--- config.mk ---
export PLATFORM = sky130hd
export DESIGN_NAME = sorted_array_reader_flat
export DESIGN_NICKNAME = d
export VERILOG_FILES = /design/src/rtl/sorted_array_reader_if.sv /design/src/rtl/sorted_array_reader.sv /design/src/flat_wrapper.sv
export SDC_FILE = /design/constraint.sdc
export NUM_CORES = 1
export LEC_CHECK = 0
export CAP_MARGIN = 20
export CORE_UTILIZATION = 40
export CTS_BUF_LIST = sky130_fd_sc_hd__clkbuf_2
export DETAILED_ROUTE_END_ITERATION = 12
export GPL_TIMING_DRIVEN = 0
export PLACE_DENSITY_LB_ADDON = 0.15
export SETUP_SLACK_MARGIN = 0.4
export SLEW_MARGIN = 20
export SYNTH_ARGS = -nofsm -noshare
export SYNTH_HDL_FRONTEND = slang
export SYNTH_SLANG_ARGS = --single-unit
--- constraint.sdc ---
create_clock -name i_clk -period 1.8 [get_ports i_clk]
set_input_delay 0.36 -clock i_clk [delete_from_list [all_inputs] [get_ports i_clk]]
set_output_delay 0.36 -clock i_clk [all_outputs]
set_load 0.02 [all_outputs]
--- src/rtl/sorted_array_reader_if.sv ---
// Bus bundle for sorted_array_reader: start/status, memory read port and output stream.
// The reverse input exists only when SORTED_ARRAY_READER_REVERSE_EN is defined.
interface sorted_array_reader_if #(
  parameter int unsigned WIDTH  = 16,
  parameter int unsigned ADDR_W = 3
);
  logic              start;
  logic              mem_rd;
  logic [ADDR_W-1:0] mem_addr;
  logic [WIDTH-1:0]  mem_data;
  logic [WIDTH-1:0]  out_data;
  logic              out_valid;
  logic              out_ready;
  logic              busy;
  logic              done;
`ifdef SORTED_ARRAY_READER_REVERSE_EN
  logic              reverse;

  modport master (
    input  start, reverse, mem_data, out_ready,
    output mem_rd, mem_addr, out_data, out_valid, busy, done
  );
  modport slave (
    output start, reverse, mem_data, out_ready,
    input  mem_rd, mem_addr, out_data, out_valid, busy, done
  );
`else
  modport master (
    input  start, mem_data, out_ready,
    output mem_rd, mem_addr, out_data, out_valid, busy, done
  );
  modport slave (
    output start, mem_data, out_ready,
    input  mem_rd, mem_addr, out_data, out_valid, busy, done
  );
`endif
endinterface

--- src/rtl/sorted_array_reader.sv ---
// Streams DEPTH words out of the sort memory, one READ/WAIT/PRESENT pass per word, then pulses done.
// Optional descending walk enabled by defining SORTED_ARRAY_READER_REVERSE_EN.
module sorted_array_reader #(
  parameter int unsigned WIDTH  = 16,
  parameter int unsigned DEPTH  = 8,
  parameter int unsigned ADDR_W = 3
) (
  input logic                    i_clk,
  input logic                    i_rst,
  sorted_array_reader_if.master  bus
);

  localparam logic [ADDR_W-1:0] LP_FIRST = '0;
  localparam logic [ADDR_W-1:0] LP_LAST  = ADDR_W'(DEPTH - 1);

  typedef enum logic [2:0] {
    S_IDLE,
    S_READ,
    S_WAIT,
    S_PRESENT,
    S_FINISH
  } state_t;

  state_t            r_state;
  state_t            w_next;
  logic [ADDR_W-1:0] r_addr;
  logic [WIDTH-1:0]  r_out_data;
  logic              r_mem_rd;
  logic              r_out_valid;
  logic              r_busy;
  logic              r_done;
  logic              r_rev;
  logic              w_load;
  logic              w_step;
  logic              w_last;
  logic              w_start_rev;

`ifdef SORTED_ARRAY_READER_REVERSE_EN
  assign w_start_rev = bus.reverse;
`else
  assign w_start_rev = 1'b0;
`endif

  assign w_last = r_rev ? (r_addr == LP_FIRST) : (r_addr == LP_LAST);

  // State register
  always_ff @(posedge i_clk) begin
    if (i_rst) begin
      r_state <= S_IDLE;
    end else begin
      r_state <= w_next;
    end
  end

  // Next-state and counter control
  always_comb begin
    w_next = r_state;
    w_load = 1'b0;
    w_step = 1'b0;
    case (r_state)
      S_IDLE: begin
        if (bus.start) begin
          w_next = S_READ;
          w_load = 1'b1;
        end
      end
      S_READ:  w_next = S_WAIT;
      S_WAIT:  w_next = S_PRESENT;
      S_PRESENT: begin
        if (bus.out_ready) begin
          if (w_last) begin
            w_next = S_FINISH;
          end else begin
            w_next = S_READ;
            w_step = 1'b1;
          end
        end
      end
      S_FINISH: w_next = S_IDLE;
      default:  w_next = S_IDLE;
    endcase
  end

  // Outputs are registered copies of the next-state decode, so nothing combinational reaches the bus
  always_ff @(posedge i_clk) begin
    if (i_rst) begin
      r_addr      <= '0;
      r_out_data  <= '0;
      r_mem_rd    <= 1'b0;
      r_out_valid <= 1'b0;
      r_busy      <= 1'b0;
      r_done      <= 1'b0;
      r_rev       <= 1'b0;
    end else begin
      r_mem_rd    <= (w_next == S_READ);
      r_out_valid <= (w_next == S_PRESENT);
      r_busy      <= (w_next != S_IDLE);
      r_done      <= (w_next == S_FINISH);
      if (w_load) begin
        r_rev  <= w_start_rev;
        r_addr <= w_start_rev ? LP_LAST : LP_FIRST;
      end else if (w_step) begin
        r_addr <= r_rev ? (r_addr - ADDR_W'(1)) : (r_addr + ADDR_W'(1));
      end
      if (r_state == S_WAIT) begin
        r_out_data <= bus.mem_data;
      end
    end
  end

  assign bus.mem_rd    = r_mem_rd;
  assign bus.mem_addr  = r_addr;
  assign bus.out_data  = r_out_data;
  assign bus.out_valid = r_out_valid;
  assign bus.busy      = r_busy;
  assign bus.done      = r_done;

endmodule
--- src/flat_wrapper.sv ---
// flat-port wrapper written by rule: the top's interface ports become plain ports
module sorted_array_reader_flat 
#(
  parameter int unsigned WIDTH  = 16,
  parameter int unsigned DEPTH  = 8,
  parameter int unsigned ADDR_W = 3
)
  (i_clk, i_rst, bus_start, bus_mem_data, bus_out_ready, bus_mem_rd, bus_mem_addr, bus_out_data, bus_out_valid, bus_busy, bus_done);
  sorted_array_reader_if #(.WIDTH(WIDTH), .ADDR_W(ADDR_W)) bus_i ();
  input logic i_clk;
  input logic i_rst;
  input wire logic [$bits(bus_i.start)-1:0] bus_start;
  input wire logic [$bits(bus_i.mem_data)-1:0] bus_mem_data;
  input wire logic [$bits(bus_i.out_ready)-1:0] bus_out_ready;
  output wire logic [$bits(bus_i.mem_rd)-1:0] bus_mem_rd;
  output wire logic [$bits(bus_i.mem_addr)-1:0] bus_mem_addr;
  output wire logic [$bits(bus_i.out_data)-1:0] bus_out_data;
  output wire logic [$bits(bus_i.out_valid)-1:0] bus_out_valid;
  output wire logic [$bits(bus_i.busy)-1:0] bus_busy;
  output wire logic [$bits(bus_i.done)-1:0] bus_done;
  assign bus_i.start = bus_start;
  assign bus_i.mem_data = bus_mem_data;
  assign bus_i.out_ready = bus_out_ready;
  assign bus_mem_rd = bus_i.mem_rd;
  assign bus_mem_addr = bus_i.mem_addr;
  assign bus_out_data = bus_i.out_data;
  assign bus_out_valid = bus_i.out_valid;
  assign bus_busy = bus_i.busy;
  assign bus_done = bus_i.done;
  sorted_array_reader #(.WIDTH(WIDTH), .DEPTH(DEPTH), .ADDR_W(ADDR_W)) u_core (.i_clk(i_clk), .i_rst(i_rst), .bus(bus_i));
endmodule
==> metrics.log <==
INFO  metric dpl.hpwl = roughly 1700 um
INFO  metric worst-endpoint-required = approximately 2.1 ns
INFO  metric worst_pin_slew = 0.443 ns
INFO  metric final_cell_mix = 33 x sky130_fd_sc_hd__nand2_1, 19 x sky130_fd_sc_hd__clkdlybuf4s50_1, 17 x sky130_fd_sc_hd__clkbuf_2, 17 x sky130_fd_sc_hd__a21oi_1, 15 x sky130_fd_sc_hd__dfxtp_1
INFO  metric floorplan.initialDensity = about 44%
INFO  metric port_buffer_count = 42
INFO  metric clock_latency = 0.34 ns
INFO  metric numCtsBuffers = 3
INFO  metric drt-wirelength-per-cell = around 12 um
INFO  metric result_of_the_run = complete, no violations
INFO  metric placer_congestion_estimate = 0.777
INFO  metric critPathCaptureType = flip-flop
INFO  metric antenna_left = 0
INFO  metric grt_overflow_total = 0
INFO  metric critical_path.startpoint_type = flip-flop
INFO  metric clock-sinks = 26
INFO  metric drt_iter0_markers = 10
INFO  metric first_pass_iteration_count_of_the_detailed_router = 4
INFO  metric grt_setup_unrepaired = yes
INFO  metric ctsLongestPathBuffers = 2
INFO  metric critPathMaxStageDelay = approximately 0.40 ns
INFO  metric final_critical_delay_including_setup_and_external_delays = 1.43 ns
INFO  metric n_antenna_cell = 0
INFO  metric timing.slew.headroom = 70.5%
INFO  metric critical_path_peak_fanout = 4
INFO  metric die_area = 0.00268 mm^2
INFO  metric clock-root-buffer = sky130_fd_sc_hd__clkbuf_2
INFO  metric placed_cell_area = 0.00148 mm^2
INFO  metric vias = between 900 and 1000
INFO  metric crit_type = flip-flop to flip-flop
INFO  metric first_pass_grt_wire_length = 3620 um
INFO  metric timing.final.hold_violations = 0
INFO  metric rows = 17
INFO  metric path_clk_slew = 0.23 ns
INFO  metric groute.usage.overall = 18.4%
INFO  metric stdcell_area = 0.00148 mm^2
INFO  metric vias_per_cell = 5.04
INFO  metric synth.ff_latch_count = 26
INFO  metric synthCells = 111
INFO  metric post_route_cells_drive_above_1_share = approximately a third
INFO  metric die_h = ~52 um
INFO  metric synth_nets = around 130
INFO  metric grt_max_degree = 15
INFO  metric design.final.nets = between 150 and 200
INFO  metric seqCellArea = 539 um^2
INFO  metric multiInputGateArea = about 450 um^2
INFO  metric drv.max_cap_violation_count = 0
INFO  metric h-tree-depth = 1
INFO  metric timing.critical_path.arrival = 1.73 ns
INFO  metric first_global_vias = 855
INFO  metric layout_commonest_cell = sky130_fd_sc_hd__nand2_1
INFO  metric coreArea = 0.00228 mm^2
INFO  metric setup_viol = 0
INFO  metric post-synth-top-area-cell = sky130_fd_sc_hd__dfxtp_1
INFO  metric p_leak = about 0.62 nW
INFO  metric synthDominantCellAreaShare = 52.5%
INFO  metric grt_antenna_before_repair = 0
INFO  metric drt_drc_violations_left = 0
INFO  metric slew_viol_final = 0
INFO  metric seq_area_frac_synth = 52.5%
INFO  metric synth_area_per_cell = a little under 9 um^2
INFO  metric crit_path_cell_trace = ha_4 -> ha_4 -> nand4b_1 -> or3_1 -> a21oi_2
INFO  metric synth.yosys.warnings = 0
INFO  metric max_freq = 698 MHz
INFO  metric timing.critical_path.mode_cell = sky130_fd_sc_hd__ha_4
INFO  metric fin_crit_sh = 79.6%
INFO  metric cts_tree = done
INFO  metric setup_total_negative_slack = 0 ns
INFO  metric worst_clock_skew = 0.00519 ns
INFO  metric chipWidth = just over 50 um
INFO  metric worst_path_max_delay_cell = sky130_fd_sc_hd__dfxtp_4
INFO  metric fillerInstances = 213
INFO  metric yosysUniqueCellTypes = 25
INFO  metric netlist_top_cells_area = sky130_fd_sc_hd__dfxtp_1 52%, sky130_fd_sc_hd__nand2_1 12%, sky130_fd_sc_hd__a21oi_1 9.6%
INFO  metric design.portCount = 43
INFO  metric area_growth_syn_to_layout = 49.4%
INFO  metric synth_area = 992 um^2
INFO  metric power-per-cell-area = 738 mW/mm^2
INFO  metric postRouteWirelength = 2260 um
INFO  metric hold_class = flip-flop to flip-flop
INFO  metric max-vdd-ir-drop = 0.605 mV
-- layout make-up --
cell class                 count  share of cell area [%]
multi-input combinational     77                    30.3
sequential                    26                    36.4
inverter                       1                   0.253
timing repair buffer          48                    25.7
clock buffer                   4                    1.35
tap                           28                    2.36
buffer                         7                    3.71
-- layer usage --
metal / GRT usage (%) / part of all wire [%] / vias up
li1: - / - / 485
met1: 19.0 / 42 / 437
met2: 34.2 / 50 / 35
met3: 4.09 / 6.4 / 5
met4: 9.46 / 1.7 / 0
met5: 0 / 0 / -
-- state kept, by name, indices dropped and copies added, names as in the netlist --
signal                flops
u_core.bus.busy           1
u_core.bus.mem_addr       3
u_core.bus.done           1
u_core.bus.mem_rd         1
u_core.bus.out_data      16
u_core.bus.out_valid      1
u_core.r_state            3
-- Yosys cell counts --
cell type and instances:
sky130_fd_sc_hd__or3_1 1, sky130_fd_sc_hd__or3b_1 1, sky130_fd_sc_hd__o21ai_0 3, sky130_fd_sc_hd__and4b_1 1
sky130_fd_sc_hd__nor2_1 2, sky130_fd_sc_hd__buf_6 1, sky130_fd_sc_hd__dfxtp_1 26, sky130_fd_sc_hd__a211oi_2 1
sky130_fd_sc_hd__a21bo_2 1, sky130_fd_sc_hd__and3_1 4, sky130_fd_sc_hd__nand4b_1 1, sky130_fd_sc_hd__buf_4 1
sky130_fd_sc_hd__buf_8 1, sky130_fd_sc_hd__ha_1 2, sky130_fd_sc_hd__o31a_1 2, sky130_fd_sc_hd__o21bai_1 1
sky130_fd_sc_hd__buf_2 2, sky130_fd_sc_hd__nor4_1 1, sky130_fd_sc_hd__nor3b_4 1, sky130_fd_sc_hd__nand2_1 33
sky130_fd_sc_hd__nand3_1 2, sky130_fd_sc_hd__a31o_2 1, sky130_fd_sc_hd__a21oi_1 19, sky130_fd_sc_hd__clkbuf_1 2
sky130_fd_sc_hd__inv_1 1
-- stage by stage --
step,setup WS [ns],cells,power (W),util (%),hold slack (ns)
final,0.367,191,0.00109,65.1,0.469
after global routing,0.296,191,0.00115,65.1,0.486
after CTS,0.283,188,0.00110,67.2,0.472
after detailed placement,-0.0550,181,0.000896,65.0,0.448
after global placement,-0.00480,181,0.000889,65.0,0.441
after floorplan,0.382,111,0.000773,-,0.447
-- kinds of logic (layout without fill, tap and decap cells) --
group                    Yosys count  count (layout)  synth area share [%]
adder cells (fa/ha/maj)            2               2                  2.52
flip-flops                        26              26                  52.5
buffers and inverters              8              60                  5.55
AND/OR/NAND/NOR                   47              47                  22.7
AO/OA/AOI/OAI                     28              28                  16.8
-- path summary, 6_finish.rpt --
kind                          startpoint                     end  slack [ns]  cells past startpoint
setup reg to reg  u_core.bus.mem_addr[1]  u_core.bus.mem_addr[0]        0.37                      5
hold reg to reg   u_core.bus.out_data[7]  u_core.bus.out_data[7]        0.47                      2
hold / removal    u_core.bus.out_data[7]  u_core.bus.out_data[7]        0.47                      2
setup / recovery  u_core.bus.mem_addr[1]  u_core.bus.mem_addr[0]        0.37                      5
-- critical path: cells and delay by family (launching register included) --
family,cells,cell delay (ns)
flip-flops,1,0.40
AND/OR/NAND/NOR,2,0.55
adder cells (fa/ha/maj),2,0.32
AO/OA/AOI/OAI,1,0.12
-- report_power, final --
part           internal (W)  leakage [nW]  switching (W)
Sequential         0.000611         0.218      0.0000181
Combinational      0.000117         0.384       0.000123
Clock             0.0000587        0.0166       0.000165
-- what timing repair did --
| action | CTS | global route |
|---|---|---|
| cloned | 0 | 0 |
| pin swaps | 1 | 2 |
| gates resized for setup | 57 | 40 |
| setup buffers | 3 | 3 |
| hold buffers | 0 | 0 |
| endpoints found under the setup margin | 35 | 37 |
Power figures use the tool's default switching activity.
